### src/rtl/nibble_serial_add_ctrl.sv
// Nibble-serial adder shared by two requesters. One 4-bit ripple adder is reused
// across NIBBLES cycles, and the carry is kept in a register between cycles.

module ripple_carry_adder (
  input  logic [3:0] a,
  input  logic [3:0] b,
  input  logic       cin,
  output logic [3:0] sum,
  output logic       cout
);
  logic c1, c2, c3;

  assign sum[0] = a[0] ^ b[0] ^ cin;
  assign c1     = (a[0] & b[0]) | (cin & (a[0] ^ b[0]));
  assign sum[1] = a[1] ^ b[1] ^ c1;
  assign c2     = (a[1] & b[1]) | (c1 & (a[1] ^ b[1]));
  assign sum[2] = a[2] ^ b[2] ^ c2;
  assign c3     = (a[2] & b[2]) | (c2 & (a[2] ^ b[2]));
  assign sum[3] = a[3] ^ b[3] ^ c3;
  assign cout   = (a[3] & b[3]) | (c3 & (a[3] ^ b[3]));
endmodule

// state | meaning
// IDLE  | waiting for req0/req1; operands are captured on grant
// RUN   | one nibble per cycle, LSB first, NIBBLES cycles
// DONE  | result valid for one cycle (done=1)
module nibble_serial_add_ctrl #(
  parameter int NIBBLES = 4,
  localparam int W = 4 * NIBBLES
) (
  input  logic         clk,
  input  logic         rst,
  input  logic         req0,
  input  logic [W-1:0] a0,
  input  logic [W-1:0] b0,
  input  logic         cin0,
  input  logic         req1,
  input  logic [W-1:0] a1,
  input  logic [W-1:0] b1,
  input  logic         cin1,
  output logic         ack0,
  output logic         ack1,
  output logic         busy,
  output logic         done,
  output logic         done_id,
  output logic [W-1:0] sum,
  output logic         cout
);
  localparam int IW = $clog2(NIBBLES);
  localparam logic [IW-1:0] IDX_LAST = IW'(NIBBLES - 1);

  typedef enum logic [1:0] {IDLE, RUN, DONE} state_t;

  state_t        state, state_nxt;
  logic [IW-1:0] idx;
  logic          carry;
  logic [W-1:0]  op_a, op_b, res;
  logic          cur_id, last_served;
  logic          grant1;
  logic [3:0]    nib_sum;
  logic          nib_cout;

  // On a tie the requester that was not served last wins.
  assign grant1 = req1 & (~req0 | ~last_served);

  ripple_carry_adder u_rca (
    .a    (op_a[3:0]),
    .b    (op_b[3:0]),
    .cin  (carry),
    .sum  (nib_sum),
    .cout (nib_cout)
  );

  always_ff @(posedge clk) begin
    if (rst) state <= IDLE;
    else     state <= state_nxt;
  end

  always_comb begin
    state_nxt = state;
    unique case (state)
      IDLE:    if (req0 | req1) state_nxt = RUN;
      RUN:     if (idx == IDX_LAST) state_nxt = DONE;
      DONE:    state_nxt = IDLE;
      default: state_nxt = IDLE;
    endcase
  end

  // Operands shift right so the adder always sees the current nibble in [3:0];
  // finished nibbles shift into res from the top.
  always_ff @(posedge clk) begin
    if (rst) begin
      idx         <= '0;
      carry       <= 1'b0;
      op_a        <= '0;
      op_b        <= '0;
      res         <= '0;
      cur_id      <= 1'b0;
      last_served <= 1'b1;
      sum         <= '0;
      cout        <= 1'b0;
      done_id     <= 1'b0;
    end else begin
      unique case (state)
        IDLE: begin
          if (req0 | req1) begin
            op_a        <= grant1 ? a1 : a0;
            op_b        <= grant1 ? b1 : b0;
            carry       <= grant1 ? cin1 : cin0;
            idx         <= '0;
            cur_id      <= grant1;
            last_served <= grant1;
          end
        end
        RUN: begin
          op_a  <= op_a >> 4;
          op_b  <= op_b >> 4;
          res   <= {nib_sum, res[W-1:4]};
          carry <= nib_cout;
          idx   <= idx + IW'(1);
          if (idx == IDX_LAST) begin
            sum     <= {nib_sum, res[W-1:4]};
            cout    <= nib_cout;
            done_id <= cur_id;
          end
        end
        default: ;
      endcase
    end
  end

  assign ack0 = (state == RUN) && (idx == '0) && !cur_id;
  assign ack1 = (state == RUN) && (idx == '0) && cur_id;
  assign busy = (state != IDLE);
  assign done = (state == DONE);
endmodule

### config.mk
export PLATFORM = sky130hd
export DESIGN_NAME = nibble_serial_add_ctrl
export DESIGN_NICKNAME = d
export VERILOG_FILES = /design/src/rtl/nibble_serial_add_ctrl.sv
export SDC_FILE = /design/constraint.sdc
export NUM_CORES = 1
export LEC_CHECK = 0
export CORE_MARGIN = 3
export CORE_UTILIZATION = 35
export CTS_CLUSTER_DIAMETER = 150
export DETAILED_ROUTE_END_ITERATION = 10
export HOLD_SLACK_MARGIN = 0.15
export RECOVER_POWER = 100
export SLEW_MARGIN = 20
export SYNTH_ARGS = -nofsm -noshare
export SYNTH_HDL_FRONTEND = slang
export SYNTH_HIERARCHICAL = 1
export SYNTH_SLANG_ARGS = --single-unit
### constraint.sdc
create_clock -name clk -period 2.2 [get_ports clk]
set_input_delay 0.44 -clock clk [delete_from_list [all_inputs] [get_ports clk]]
set_output_delay 0.44 -clock clk [all_outputs]
set_load 0.005 [all_outputs]
==> summary.txt <==
Status
  – Outcome: complete, no violations

Finish
  – Commonest non-fill, non-tap cells in the layout: clkdlybuf4s50_1 (71), dfxtp_1 (67), nand2_1 (63)
  – Register area: 1384 µm²
  – Commonest non-fill, non-tap cell in the layout: clkdlybuf4s50_1
  – Share of cells above drive strength 1: roughly a tenth
  – Final instance area: 4633 µm²
  – Diode count: 0
  – Fillers: roughly 920
  – Fin cells: 595
  – Layout area overhead: 36.29%
  – Finished Core Util: roughly 50%
  – Fin nets: around 540
  – Multi-input gate area: around 1800 µm²

Logic synthesis
  – Cells after Synth: 380
  – Post-Synth XOR/XNOR Area: 0%
  – Largest family of logic cells by synthesized area: simple AND/OR/NAND/NOR gates
  – Syn Area/Cell: between 8 and 9 µm²
  – Post-Synth Simple-Gate Area: 20.79%
  – Post-Synth Adder-Cell Area: under 10%
  – Post-Synthesis Net Count: approximately 460
  – Seq cells post-synth: 69
  – Seq/Total Area, Yosys: between 40 and 50%
  – Mux contribution to synthesized area: around 9.7%
  – Synth Area in Compound Gates: slightly below 20%
  – Number of distinct library cells after synthesis: 30
  – Ys Warns: 6
  – Mapped Area: about 3400 µm²

Flow run
  – Maxcap violations: 0

Global route
  – First-pass GRT wire length: 13190 µm
  – Tot GR Track Use: roughly 15%
  – Total grt overflow: 0
  – Largest net degree at the start of global routing: 54
  – Initial antenna violation count: 0
  – Number of global-route vias before repair: ~2800

Drt
  – Initial DRC count: slightly above 80
  – Drt first pass iters: 4
  – Routed via count: 2922
  – Via-to-Cell Ratio: 4.911
  – Final antenna-violating net count: 0
  – Final wirelength: around 8000 µm
  – Number of remaining DRC errors: 0
  – Wire per inst: approximately 13 µm

Setup path
  – Crit path DAT: 2350 ps
  – Critical path cell sequence: fa_2, inv_2, fa_2, inv_2, fa_2, inv_2, fa_2, inv_1, and3b_1, a211oi_2, o22ai_1
  – Crit Path Category: flip-flop to flip-flop
  – Startpoint Class: flip-flop
  – FF-to-FF setup slack: roughly 69 ps
  – Crit path required time: between 2000 and 2500 ps
  – Worst setup EP type: flip-flop
  – Most common cell on crit path: fa_2
  – Worst path bufs/invs: 4
  – Max FO, Critical Path: 2
  – Critical Path Max Stage Delay: 380 ps
  – Crit path max-delay cell type: fa_2
  – CP top delay family: adder cells

Timing
  – Fin crit share: 96.86%
  – Fmax: ~470 MHz
  – Slew HR: about half
  – Clock Skew: a little over 8 ps
  – Setup violators final: 0
  – Slew @ Worst Pin: approximately 740 ps
  – Final Max Tran Viols: 0
  – Post-layout minimum cycle time: 2131 ps
  – Final Hold Fails: 0

Power
  – Maximum VDD drop: about 0.33 mV
  – Pwr per Cell Area: around 630 nW/µm²
  – Clock power frac: a little under two fifths
  – Total power: ~3 mW
  – Reg power frac: 46.9%
  – Comb pwr share: between 10% and 20%
  – Net Sw Power: just over 0.7 mW
  – Static Leak: ~1.8 nW
  – Sw Share: between 20% and 30%
  – Internal Dissipation: ~2.2 mW

Die
  – Core area: just over 9000 µm²
  – Die extent in y: approximately 100 µm
  – I/O Pins: 92
  – Placement Rows: 35
  – Die ar.: 10930 µm²
  – Die width: about 100 µm
  – Initial Utilization: between 30% and 40%

Clocking
  – CTS Hold Bufs: 0
  – Worst-Skew Late Latency: about 340 ps
  – CTS tree: built
  – CTS Buffer Depth: 2
  – Clock-pin slew on the worst setup and hold paths: 80 ps
  – CTS root buffer: clkbuf_8
  – Cts bufs inserted: 9
  – H-tree levels: 3
  – Clk sinks: approximately 70

Placed design
  – RD Place Congestion: 0.7387
  – Placed Instance Area: about 4400 µm²
  – I/O Buffers: a little over 90
  – Detail Placement HPWL: ~5600 µm
  – Cells after DPL: roughly 580

Hold path
  – Worst hold path type: flip-flop to flip-flop
==> worst min-delay path, stage by stage, from the launching register on <==
cell,delay [ps]
dfxtp_1,300
nand2_1,50
a21oi_1,50
==> metrics by stage <==
step / setup slack, ps / setup TNS, ps / hold slack [ps]
after floorplan: 117.8 / 0 / 425.4
after global placement: 27.80 / 0 / 442.4
after detailed placement: -24.69 / -24.69 / 446.1
after CTS: 5.002 / 0 / 456.0
after global routing: -6.636 / -6.636 / 476.3
final: 69.07 / 0 / 449.3
==> routing by layer <==
metal,track usage [%],wire length (µm)
met1,18.08,3593
met2,24.86,3867
met3,3.891,445
met4,4.843,82
met5,0,0
==> what timing repair did <==
item / CTS / global route
setup endpoints to repair: 1 / 3
resized for setup: 2 / 9
setup buffers: 0 / 2
pin swaps: 0 / 2
==> flip-flops by register name, indices dropped and copies added (netlist names) <==
name / cells
cout: 1
res: 12
idx: 2
sum: 16
op_a: 16
last_served: 1
carry: 1
op_b: 16
state: 2
cur_id: 1
done_id: 1
==> cell type report <==
cell class,count,area share (%)
Sequential cell,69,29.87
Timing Repair Buffer,104,22.01
Tap cell,129,3.484
Clock buffer,11,2.836
Multi-Input combinational cell,265,39.21
Inverter,12,0.9722
Clock inverter,5,1.620
==> synth_stat cells <==
library cell / count / area share, %
a21oi_1: 33 / 4.9
and3_1: 1 / 0.18
dfxtp_1: 69 / 41
nand2_1: 63 / 7.0
o22a_1: 1 / 0.26
inv_1: 12 / 1.3
nand3b_1: 2 / 0.44
a211oi_1: 25 / 5.5
clkbuf_1: 24 / 2.7
or2_1: 1 / 0.18
o22ai_1: 25 / 4.6
nand2b_1: 1 / 0.18
o21ai_0: 3 / 0.44
a21boi_0: 1 / 0.22
and3b_1: 26 / 6.7
buf_2: 6 / 0.88
nor2_1: 4 / 0.44
o211ai_1: 1 / 0.22
o2bb2ai_1: 2 / 0.52
o2bb2ai_2: 6 / 2.7
or3_1: 1 / 0.18
buf_6: 4 / 1.3
nor3_2: 1 / 0.29
ha_1: 2 / 0.74
fa_1: 4 / 2.4
and2_1: 25 / 4.6
nor2b_1: 2 / 0.37
mux2i_1: 33 / 9.7
o21ba_2: 1 / 0.29
or3b_2: 1 / 0.26
==> final timing paths <==
check	start	end	cells after the start
hold / removal	sum[3]	sum[3]	2
setup reg to reg	op_b[0]	carry	11
hold reg to reg	sum[3]	sum[3]	2
setup / recovery	op_b[0]	carry	11
==> logic make-up after synthesis <==
family	Yosys count
flip-flops	69
multiplexers	33
adder cells (fa/ha/maj)	6
AND/OR/NAND/NOR	128
AO/OA/AOI/OAI	98
buffers and inverters	46
==> power groups by stage <==
stage	Combinational, mW	Clock (mW)	Sequential, mW
4_1_cts	0.457	1.12	1.37
5_1_grt	0.507	1.17	1.38
3_3_place_gp	0.451	0	1.40
3_5_place_dp	0.455	0	1.40
6_report	0.454	1.10	1.37
2_1_floorplan	0.260	0	1.38
Power figures use the tool's default switching activity.
